===== src/rtl/rtm_wr_ctrl_pkg.sv =====
// Shared constants for the RTM write-side controller: geometry defaults,
// client indices and the fixed-priority pick used by the arbiter.
package rtm_wr_ctrl_pkg;

    localparam int RTM_S             = 2;
    localparam int RTM_R             = 2;
    localparam int RTM_DEPTH         = 64;
    localparam int RTM_URAM_NUM_PIPE = 2;

    localparam int NUM_WR_CLIENTS = 5;
    localparam int CL_DRAM        = 0;
    localparam int CL_PPU         = 1;
    localparam int CL_FC          = 2;
    localparam int CL_ADD         = 3;
    localparam int CL_REMAP       = 4;

    // Lowest index wins, so client numbering doubles as priority order.
    function automatic logic [2:0] prio_idx(input logic [NUM_WR_CLIENTS-1:0] req);
        prio_idx = 3'd0;
        for (int i = NUM_WR_CLIENTS - 1; i >= 0; i--) begin
            if (req[i]) prio_idx = 3'(i);
        end
    endfunction

endpackage


===== src/rtl/rtm_wr_arb.sv =====
// Fixed-priority write arbiter with burst lock: the owner of an open burst
// keeps the port until its last beat, whatever higher-priority clients want.
module rtm_wr_arb
    import rtm_wr_ctrl_pkg::*;
(
    input  logic                      clk,
    input  logic                      rst_n,
    input  logic [NUM_WR_CLIENTS-1:0] i_vld,
    input  logic [NUM_WR_CLIENTS-1:0] i_last,
    output logic [NUM_WR_CLIENTS-1:0] o_grant,
    output logic [2:0]                o_gidx
);

    localparam logic ST_IDLE = 1'b0;
    localparam logic ST_LOCK = 1'b1;

    logic       r_state;
    logic [2:0] r_owner;

    // NOTE: o_grant is cleared first so every path assigns it and no latch is inferred.
    always_comb begin
        o_grant = '0;
        o_gidx  = prio_idx(i_vld);
        if (rst_n) begin
            if (r_state == ST_LOCK) begin
                o_gidx           = r_owner;
                o_grant[r_owner] = i_vld[r_owner];
            end else if (|i_vld) begin
                o_grant[o_gidx] = 1'b1;
            end
        end
    end

    always_ff @(posedge clk) begin
        if (!rst_n) begin
            r_state <= ST_IDLE;
            r_owner <= '0;
        end else if (|o_grant) begin
            if (i_last[o_gidx]) begin
                r_state <= ST_IDLE;
            end else begin
                r_state <= ST_LOCK;
                r_owner <= o_gidx;
            end
        end
    end

endmodule


===== src/rtl/shift_reg.sv =====
// Fixed-length shift register with synchronous active-low reset.
module shift_reg #(
    parameter int WIDTH = 1,
    parameter int DEPTH = 1
) (
    input  logic             clk,
    input  logic             rst_n,
    input  logic [WIDTH-1:0] i_d,
    output logic [WIDTH-1:0] o_q
);

    logic [WIDTH-1:0] r_pipe [DEPTH];

    // NOTE: every stage is reset, not just the output, so a pulse in flight cannot surface after reset.
    always_ff @(posedge clk) begin
        if (!rst_n) begin
            for (int i = 0; i < DEPTH; i++) r_pipe[i] <= '0;
        end else begin
            r_pipe[0] <= i_d;
            for (int i = 1; i < DEPTH; i++) r_pipe[i] <= r_pipe[i-1];
        end
    end

    assign o_q = r_pipe[DEPTH-1];

endmodule


===== src/rtl/rtm_wr_ctrl.sv =====
// RTM write-side controller: arbitrates five clients onto the shared RTM
// write port and pulses a per-client done once a burst is read-visible.
module rtm_wr_ctrl
    import rtm_wr_ctrl_pkg::*;
#(
    parameter int S      = RTM_S,
    parameter int R      = RTM_R,
    parameter int DEPTH  = RTM_DEPTH,
    parameter int WR_LAT = RTM_URAM_NUM_PIPE + 1,
    parameter int AW     = $clog2(DEPTH)
) (
    input  logic              clk,
    input  logic              rst_n,
    input  logic              wr_vld_dram,
    input  logic              wr_last_dram,
    input  logic [S-1:0]      wr_en_dram,
    input  logic [S*AW-1:0]   wr_addr_dram,
    input  logic [S*R*8-1:0]  wr_din_dram,
    output logic              wr_rdy_dram,
    output logic              wr_done_dram,
    input  logic              wr_vld_ppu,
    input  logic              wr_last_ppu,
    input  logic [S-1:0]      wr_en_ppu,
    input  logic [S*AW-1:0]   wr_addr_ppu,
    input  logic [S*R*8-1:0]  wr_din_ppu,
    output logic              wr_rdy_ppu,
    output logic              wr_done_ppu,
    input  logic              wr_vld_fc,
    input  logic              wr_last_fc,
    input  logic [S-1:0]      wr_en_fc,
    input  logic [S*AW-1:0]   wr_addr_fc,
    input  logic [S*R*8-1:0]  wr_din_fc,
    output logic              wr_rdy_fc,
    output logic              wr_done_fc,
    input  logic              wr_vld_add,
    input  logic              wr_last_add,
    input  logic [S-1:0]      wr_en_add,
    input  logic [S*AW-1:0]   wr_addr_add,
    input  logic [S*R*8-1:0]  wr_din_add,
    output logic              wr_rdy_add,
    output logic              wr_done_add,
    input  logic              wr_vld_remap,
    input  logic              wr_last_remap,
    input  logic [S-1:0]      wr_en_remap,
    input  logic [S*AW-1:0]   wr_addr_remap,
    input  logic [S*R*8-1:0]  wr_din_remap,
    output logic              wr_rdy_remap,
    output logic              wr_done_remap,
    output logic [S-1:0]      wr_en,
    output logic [S*AW-1:0]   wr_addr,
    output logic [S*R*8-1:0]  din
);

    logic [NUM_WR_CLIENTS-1:0] w_vld;
    logic [NUM_WR_CLIENTS-1:0] w_last;
    logic [NUM_WR_CLIENTS-1:0] w_grant;
    logic [NUM_WR_CLIENTS-1:0] w_done;
    logic [2:0]                w_sel;
    logic [S-1:0]              w_en   [NUM_WR_CLIENTS];
    logic [S*AW-1:0]           w_addr [NUM_WR_CLIENTS];
    logic [S*R*8-1:0]          w_din  [NUM_WR_CLIENTS];

    logic [S-1:0]              r_en;
    logic [S*AW-1:0]           r_addr;
    logic [S*R*8-1:0]          r_din;

    assign w_vld  = {wr_vld_remap, wr_vld_add, wr_vld_fc, wr_vld_ppu, wr_vld_dram};
    assign w_last = {wr_last_remap, wr_last_add, wr_last_fc, wr_last_ppu, wr_last_dram};

    assign w_en[CL_DRAM]    = wr_en_dram;
    assign w_en[CL_PPU]     = wr_en_ppu;
    assign w_en[CL_FC]      = wr_en_fc;
    assign w_en[CL_ADD]     = wr_en_add;
    assign w_en[CL_REMAP]   = wr_en_remap;
    assign w_addr[CL_DRAM]  = wr_addr_dram;
    assign w_addr[CL_PPU]   = wr_addr_ppu;
    assign w_addr[CL_FC]    = wr_addr_fc;
    assign w_addr[CL_ADD]   = wr_addr_add;
    assign w_addr[CL_REMAP] = wr_addr_remap;
    assign w_din[CL_DRAM]   = wr_din_dram;
    assign w_din[CL_PPU]    = wr_din_ppu;
    assign w_din[CL_FC]     = wr_din_fc;
    assign w_din[CL_ADD]    = wr_din_add;
    assign w_din[CL_REMAP]  = wr_din_remap;

    rtm_wr_arb u_arb (
        .clk     (clk),
        .rst_n   (rst_n),
        .i_vld   (w_vld),
        .i_last  (w_last),
        .o_grant (w_grant),
        .o_gidx  (w_sel)
    );

    // Address and data hold when idle; only the enable drops.
    always_ff @(posedge clk) begin
        if (!rst_n) begin
            r_en   <= '0;
            r_addr <= '0;
            r_din  <= '0;
        end else if (|w_grant) begin
            r_en   <= w_en[w_sel];
            r_addr <= w_addr[w_sel];
            r_din  <= w_din[w_sel];
        end else begin
            r_en   <= '0;
        end
    end

    shift_reg #(
        .WIDTH (NUM_WR_CLIENTS),
        .DEPTH (1 + WR_LAT)
    ) u_done_dly (
        .clk   (clk),
        .rst_n (rst_n),
        .i_d   (w_grant & w_last),
        .o_q   (w_done)
    );

    assign wr_en   = r_en;
    assign wr_addr = r_addr;
    assign din     = r_din;

    assign wr_rdy_dram   = w_grant[CL_DRAM];
    assign wr_rdy_ppu    = w_grant[CL_PPU];
    assign wr_rdy_fc     = w_grant[CL_FC];
    assign wr_rdy_add    = w_grant[CL_ADD];
    assign wr_rdy_remap  = w_grant[CL_REMAP];
    assign wr_done_dram  = w_done[CL_DRAM];
    assign wr_done_ppu   = w_done[CL_PPU];
    assign wr_done_fc    = w_done[CL_FC];
    assign wr_done_add   = w_done[CL_ADD];
    assign wr_done_remap = w_done[CL_REMAP];

endmodule


===== config.mk =====
export PLATFORM = sky130hd
export DESIGN_NAME = rtm_wr_ctrl
export DESIGN_NICKNAME = d
export VERILOG_FILES = /design/src/rtl/rtm_wr_ctrl_pkg.sv /design/src/rtl/rtm_wr_arb.sv /design/src/rtl/shift_reg.sv /design/src/rtl/rtm_wr_ctrl.sv
export SDC_FILE = /design/constraint.sdc
export NUM_CORES = 1
export LEC_CHECK = 0
export CELL_PAD_IN_SITES_DETAIL_PLACEMENT = 0
export CELL_PAD_IN_SITES_GLOBAL_PLACEMENT = 1
export CORE_MARGIN = 2
export CORE_UTILIZATION = 27
export CTS_BUF_LIST = sky130_fd_sc_hd__clkbuf_4 sky130_fd_sc_hd__clkbuf_8
export DETAILED_ROUTE_END_ITERATION = 12
export PLACE_DENSITY_LB_ADDON = 0.25
export SYNTH_ARGS = -nofsm -noshare
export SYNTH_HDL_FRONTEND = slang
export SYNTH_SLANG_ARGS = --single-unit

===== constraint.sdc =====
create_clock -name clk -period 3.69 [get_ports clk]
set_input_delay 0.738 -clock clk [delete_from_list [all_inputs] [get_ports clk]]
set_output_delay 0.738 -clock clk [all_outputs]
set_load 0.02 [all_outputs]

Word-level counts from Yosys, hierarchy flattened
Memory sizes are Yosys's and may differ from the RTL's. Index checks and enable logic that the tools add are counted.

Flip-flop bits (word level): 50. Bits in writable memories: 20. Bits of input ports: 242. Memories: 1. Logic and storage cells: 60. Output and inout bits: 56.

Memory list: u_done_dly.r_pipe (depth 4, bits a word 5, read ports 4, clocked after memory_dff 0, write ports 4, line shift_reg.sv:12) `logic [WIDTH-1:0] r_pipe [DEPTH];`.

Bitwise gates (word level): 8. Reductions and logical operators: 6. Order comparisons: 6. Muxes and demuxes: 34.

Operator list (number): $bmux 32 s3 (1); $mux 32 (2); $bmux 12 s3 (1); $mux 5 (7); $mux 12 (2); $mux 3 (7); $lt 3x4->1 const B (3); $and 5x5->5 (2); $reduce_or 5->1 (2); $mux 1 (7); $bmux 1 s3 (2); $bmux 2 s3 (1); $demux 1 s3 (2); $ge 3x1->1 const B (2); $ge 4x4->1 const B (1); $mux 2 (2); $not 3->4 (1); $or 1x1->1 (4); $reduce_and 2->1 (2); $logic_and 1x1->1 (2); $not 1->1 (1).

Longest topological paths before layout
Word-level depth: 14. Depth in mapped cells: 9. Gate-level depth less buffers: 6.

Hierarchy
Synthesis repeated with hierarchy kept, for this count alone.

Cell total of the unflattened synthesis: 595. Area total of the unflattened synthesis: 5243.8 um^2.

Modules (own cells, without submodules): rtm_wr_ctrl (sequential area each 920.9 um^2, area an instance 4067.7 um^2, instances 1, cells each 470); rtm_wr_arb (sequential area each 80.1 um^2, area an instance 614.3 um^2, instances 1, cells each 83); shift_reg (sequential area each 400.4 um^2, area an instance 561.8 um^2, instances 1, cells each 42).

Worst setup path after synthesis
OpenSTA, ideal clock, no wires.

Path type: input to register. From: in rst_n. To: reg r_din[3], in the netlist din[3]. Path slack: 1.372 ns. Required time: 3.568 ns. Arrival: 2.196 ns. Stages: 8. Buffers on the path: 2. Setup time: 0.122 ns. Cell sequence: buf_4 a21oi_2 o21ai_2 nand2_2 buf_2 mux4_2 a22oi_1 a21oi_1.

Word-level cells in the longest chain between the ends: 5. Elaborated cells between the ends (all ways): 7. Those cells by class: 5 x mux; 1 x bitwise; 1 x reduce/logical.

RTL lines: start, declared (line rtm_wr_ctrl.sv:13) `input logic rst_n,`; $mux 3 (line rtm_wr_arb.sv:24) `if (rst_n) begin`; $not 3->4 (implied by the code) (line rtm_wr_ctrl.sv:104) `r_din <= w_din[w_sel];`; $bmux 32 s3 (line rtm_wr_ctrl.sv:104); $mux 32 (implied by the code) (2 in a row) (line rtm_wr_ctrl.sv:104); end signal, assigned (line rtm_wr_ctrl.sv:104); end, declared (line rtm_wr_ctrl.sv:65) `logic [S*R*8-1:0] r_din;`.

Several ways; a longest one is shown, not always the timed one. The select of a mux whose other input is x is not followed. A chain may end at the register's enable or synchronous reset.

Worst setup path after layout
From: in wr_vld_ppu. To: out wr_rdy_add.

Word-level cells in the longest chain between the ends: 9. Elaborated cells between the ends (all ways): 14. Those cells by class: 2 x order compare; 9 x mux; 1 x bitwise; 2 x reduce/logical.

RTL lines: start, declared (line rtm_wr_ctrl.sv:21) `input logic wr_vld_ppu,`; $mux 3 (2 in a row) (line rtm_wr_ctrl_pkg.sv:21) `if (req[i]) prio_idx = 3'(i);`; $lt 3x4->1 (implied by the code) or $ge 3x1->1 (tied branches) (line rtm_wr_arb.sv:29) `o_grant[o_gidx] = 1'b1;`; $logic_and 1x1->1 (implied by the code) (line rtm_wr_arb.sv:29); $mux 1 (implied by the code) (line rtm_wr_arb.sv:29); $demux 1 s3; $mux 5 (line rtm_wr_arb.sv:28) `end else if (|i_vld) begin`; $mux 5 * (line rtm_wr_arb.sv:25) `if (r_state == ST_LOCK) begin`; $mux 5 * (line rtm_wr_arb.sv:24); end, declared (line rtm_wr_ctrl.sv:40) `output logic wr_rdy_add,`.

Mark *: on every way between the ends. The rest lies on a longest branch, timed or not. The select of a mux whose other input is x is not followed.

==> flow_summary.rst <==
.. list-table::
   :header-rows: 1

   * - Metric
     - Value
   * - Status
     - finished, final reports clean
   * - Initial Util
     - between 20% and 30%
   * - Die outline width
     - around 130 um
   * - Normalized max-slew margin
     - 35.2%
   * - Most frequently used flop master after synthesis
     - sky130_fd_sc_hd__dfxtp_1
   * - Layout area overhead
     - 81.4%
   * - Number of instances in the synthesized netlist
     - roughly 380
   * - Clock tree root buffer cell
     - sky130_fd_sc_hd__clkbuf_8
   * - Worst Setup End Kind
     - output port
   * - Clock skew
     - roughly 0.0066 ns
   * - Post-route DRC
     - 0
   * - Fraction of synthesized cell area taken by the top area cell type
     - between 30% and 40%
   * - Minimum clock period after layout
     - around 3.4 ns
   * - Sequential element share of the synthesized area
     - roughly a third
   * - Pin count of the biggest net entering global routing
     - between 90 and 100
   * - Vertical die dimension
     - 126 um
   * - Hold violation total from the final report
     - 0
   * - Post-CTS repair timing setup buffer count
     - 0
   * - Final slew viol count
     - 0
   * - Residual antenna-violating net count after detailed routing
     - 0
   * - Count of hold-fix buffers inserted at cts
     - 0
   * - Top cells by area in the synthesized netlist
     - sky130_fd_sc_hd__dfxtp_1 (35%), sky130_fd_sc_hd__mux4_2 (24%), sky130_fd_sc_hd__a21oi_1 (12%)
   * - Count of TritonRoute iterations in the first routing pass
     - 4
   * - Worst min path class
     - reg2reg
   * - Period utilisation layout
     - around 90%
   * - Startpoint of the tightest hold check path
     - u_done_dly.r_pipe[1][3]$_SDFF_PN0_
   * - Cell area power density
     - 350 nW/um2
   * - Number of filler instances in the final layout
     - ~1300
   * - Worst hold path endpoint
     - u_done_dly.r_pipe[2][3]$_SDFF_PN0_
   * - Endpoint arrival time on the critical path
     - between 2 and 3 ns
   * - R2R depth
     - 7
   * - Fraction of registers with async set/reset
     - 0%
   * - Largest vdd supply drop
     - 0.123 mV
   * - Via count
     - between 4000 and 5000
   * - H-tree depth
     - 3
   * - Placed cell count
     - 833
   * - Wire length of the first global-routing pass
     - about 24 mm
   * - Clock-pin slew of the registers on the worst-case setup and hold paths
     - 0.08 ns
   * - Cell accounting for the most synthesized area
     - sky130_fd_sc_hd__dfxtp_1
   * - Classification of the worst setup path
     - in2out
   * - Launch point of the worst reg-to-reg path
     - u_arb.r_state$_SDFFE_PN0P_
   * - Syn_nets
     - 624
   * - Number of gates resized after CTS
     - 0
   * - Number of global-route vias before repair
     - between 4000 and 5000
   * - Leading post-synthesis cells by instance count
     - sky130_fd_sc_hd__a21oi_1 (93), sky130_fd_sc_hd__dfxtp_1 (70), sky130_fd_sc_hd__a22oi_1 (44), sky130_fd_sc_hd__mux4_2 (43), sky130_fd_sc_hd__and2_1 (22)
   * - Post-route cell area
     - between 7000 and 8000 um2
   * - Number of antenna violations at the first check in global routing
     - 0
   * - Grt total ovfl
     - 0
   * - Detailed Route Iter0 Violations
     - 213
   * - Slack of the critical path
     - roughly 0.29 ns
   * - TritonCTS Sinks
     - 70
   * - Total Die Area
     - approximately 16000 um2
   * - Site row count
     - 44
   * - Instance area at placement
     - just over 7000 um2
   * - Cell chain of the critical path
     - clkdlybuf4s50_1 > or3_1 > o22ai_1 > and3_1 > clkdlybuf4s50_1
   * - FMAX
     - slightly below 0.3 GHz
   * - Weighted congestion reported at the end of routability-driven placement
     - 0.827
   * - Summed negative setup slack over all endpoints
     - 0 ns
   * - Count of nets after finishing
     - 902
   * - Reported max-cap violation count
     - 0
   * - Routed WL per cell
     - 18.2 um
   * - Largest driver fanout on the critical path
     - 5
   * - Final Routed Wirelength
     - around 15 mm
   * - Static Leakage
     - between 0.002 and 0.003 uW
   * - Number of non-filler instances in the completed layout
     - about 850
   * - Slew of the pin with the lowest slew margin
     - between 0.9 and 1 ns
   * - Most repeated cell in the gate-level netlist after synthesis
     - sky130_fd_sc_hd__a21oi_1
   * - Cell type of the slowest stage on the worst timing path
     - sky130_fd_sc_hd__clkdlybuf4s50_1
   * - Total inserted antenna cells
     - 0
   * - Critical Path Stages
     - 5
   * - End of the worst register-to-register path
     - u_arb.r_owner[0]$_SDFFE_PN0P_
   * - # port buffers
     - around 300
   * - Required @ worst endpoint
     - between 2 and 3 ns
   * - Mean post-synth cell area
     - roughly 10 um2
   * - Final count of negative-setup-slack endpoints
     - 0
   * - Number of buffers inserted during clock tree synthesis
     - 9
   * - Worst Hold Slack
     - ~0.43 ns
   * - Routed via count divided by cell count
     - 5.02
   * - Cell Area, Synth
     - about 4000 um2
   * - Setup repair after global routing missed its margin
     - no
   * - Family with the most delay on the worst path
     - buffers and inverters
   * - Clock insertion delay at the later pin of the skew report
     - roughly 0.34 ns
   * - Number of buffers on the longest clock path
     - 2
   * - Crit path buffers/inverters
     - 2
   * - Count of state elements after synthesis
     - 70
   * - Post-synth EDFFs
     - 0
   * - Worst-case register-to-register setup slack
     - around 0.96 ns
   * - Category of the worst setup path launch point
     - primary input
   * - Sum of net half-perimeters after detailed placement
     - 12.2 mm
   * - CTS tree
     - done
   * - Share of cells above drive strength 1
     - 12.2%
   * - CP dominant cell by count
     - sky130_fd_sc_hd__clkdlybuf4s50_1
   * - Area of the placeable core
     - ~14000 um2
   * - Total of warnings raised by yosys
     - 0
   * - Overall global routing resource usage
     - 19.3%
   * - Worst-case setup slack after placement
     - 0.317 ns
   * - Ports
     - 298
   * - Delay of the slowest cell on the worst path
     - roughly 0.62 ns
   * - Count of cell types in the netlist
     - 40
   * - Instance count along the most critical hold path
     - 1
## routing by layer
layer	vias to the layer above	GRT usage (%)	wire, um	share of wire (%)
met4	0	6.14	257	1.7
li1	2051	-	-	-
met5	-	0	0	0
met2	217	36.8	8280	54
met1	1973	20.7	5610	36
met3	17	5.14	1290	8.4
## logic make-up after synthesis
family          count (synthesis)  share of synthesized area (%)
mux                            49                           26.2
simple gates                   64                           8.52
compound gates                157                           24.0
buf+inv                        42                           6.23
flops                          70                           35.1
## cell type report
class	instances	area, um2	area share [%]
multi-input cells	270	2360	32.6
well taps	184	230	3.18
clock buffers	9	124	1.71
inverters	1	3.75	0.0518
repair buffers	308	3060	42.3
flip-flops and latches	70	1400	19.3
clock inverters	7	57.6	0.795
## power breakdown
part / total (uW) / internal [uW] / switching (uW)
logic: 1030 / 595 / 438
registers: 926 / 864 / 62.8
clock network: 576 / 251 / 325
total: 2540 / 1710 / 826
## metrics by stage
| stage | total power, uW | util (%) |
|---|---|---|
| 2_1_floorplan | 1440 | - |
| 3_3_place_gp | 1970 | 48.8 |
| 3_5_place_dp | 1980 | 48.8 |
| 4_1_cts | 2580 | 50.0 |
| 5_1_grt | 2690 | 50.0 |
| 6_report | 2540 | 50.0 |
## worst reg2reg max path, stage by stage (launching register included)
cell and delay [ns]:
sky130_fd_sc_hd__dfxtp_1 0.58, sky130_fd_sc_hd__nand2_1 0.11, sky130_fd_sc_hd__or4_1 0.51, sky130_fd_sc_hd__o21ai_2 0.10, sky130_fd_sc_hd__a2111o_2 0.13, sky130_fd_sc_hd__buf_4 0.64, sky130_fd_sc_hd__o311ai_2 0.34, sky130_fd_sc_hd__mux2i_1 0.19
## sequential cells by signal, summed over array words and instances, names as in the netlist
name	count
u_arb.r_state	1
u_done_dly.r_pipe	20
din	32
wr_en	2
wr_addr	12
u_arb.r_owner	3
## layout by cell type, fill, tap and decap left out, types with 3 or more instances in the layout
master                            synthesis  final
sky130_fd_sc_hd__mux2i_1                  5      5
sky130_fd_sc_hd__and3_1                   4      4
sky130_fd_sc_hd__clkdlybuf4s50_1          0    296
sky130_fd_sc_hd__nand2_1                 18     18
sky130_fd_sc_hd__clkinvlp_4               0      3
sky130_fd_sc_hd__and2_1                  22     21
sky130_fd_sc_hd__a21oi_1                 93     93
sky130_fd_sc_hd__a22oi_1                 44     44
sky130_fd_sc_hd__nand3_1                  6      6
sky130_fd_sc_hd__mux4_2                  43     43
sky130_fd_sc_hd__buf_4                    4     10
sky130_fd_sc_hd__nor2_1                   4      4
sky130_fd_sc_hd__clkbuf_8                 0      9
sky130_fd_sc_hd__dfxtp_1                 70     70
## worst max-delay path by stage
stage	slack, ns	start	end
CTS	0.31	wr_vld_ppu	wr_rdy_add
global route	0.23	wr_vld_ppu	wr_rdy_add
detailed placement	0.32	wr_vld_ppu	wr_rdy_add
floorplan	1.37	rst_n	din[3]$_SDFFE_PN0P_
finish	0.29	wr_vld_ppu	wr_rdy_add
global placement	0.37	wr_vld_ppu	wr_rdy_add
No activity file was read; power rests on OpenSTA's default activity.
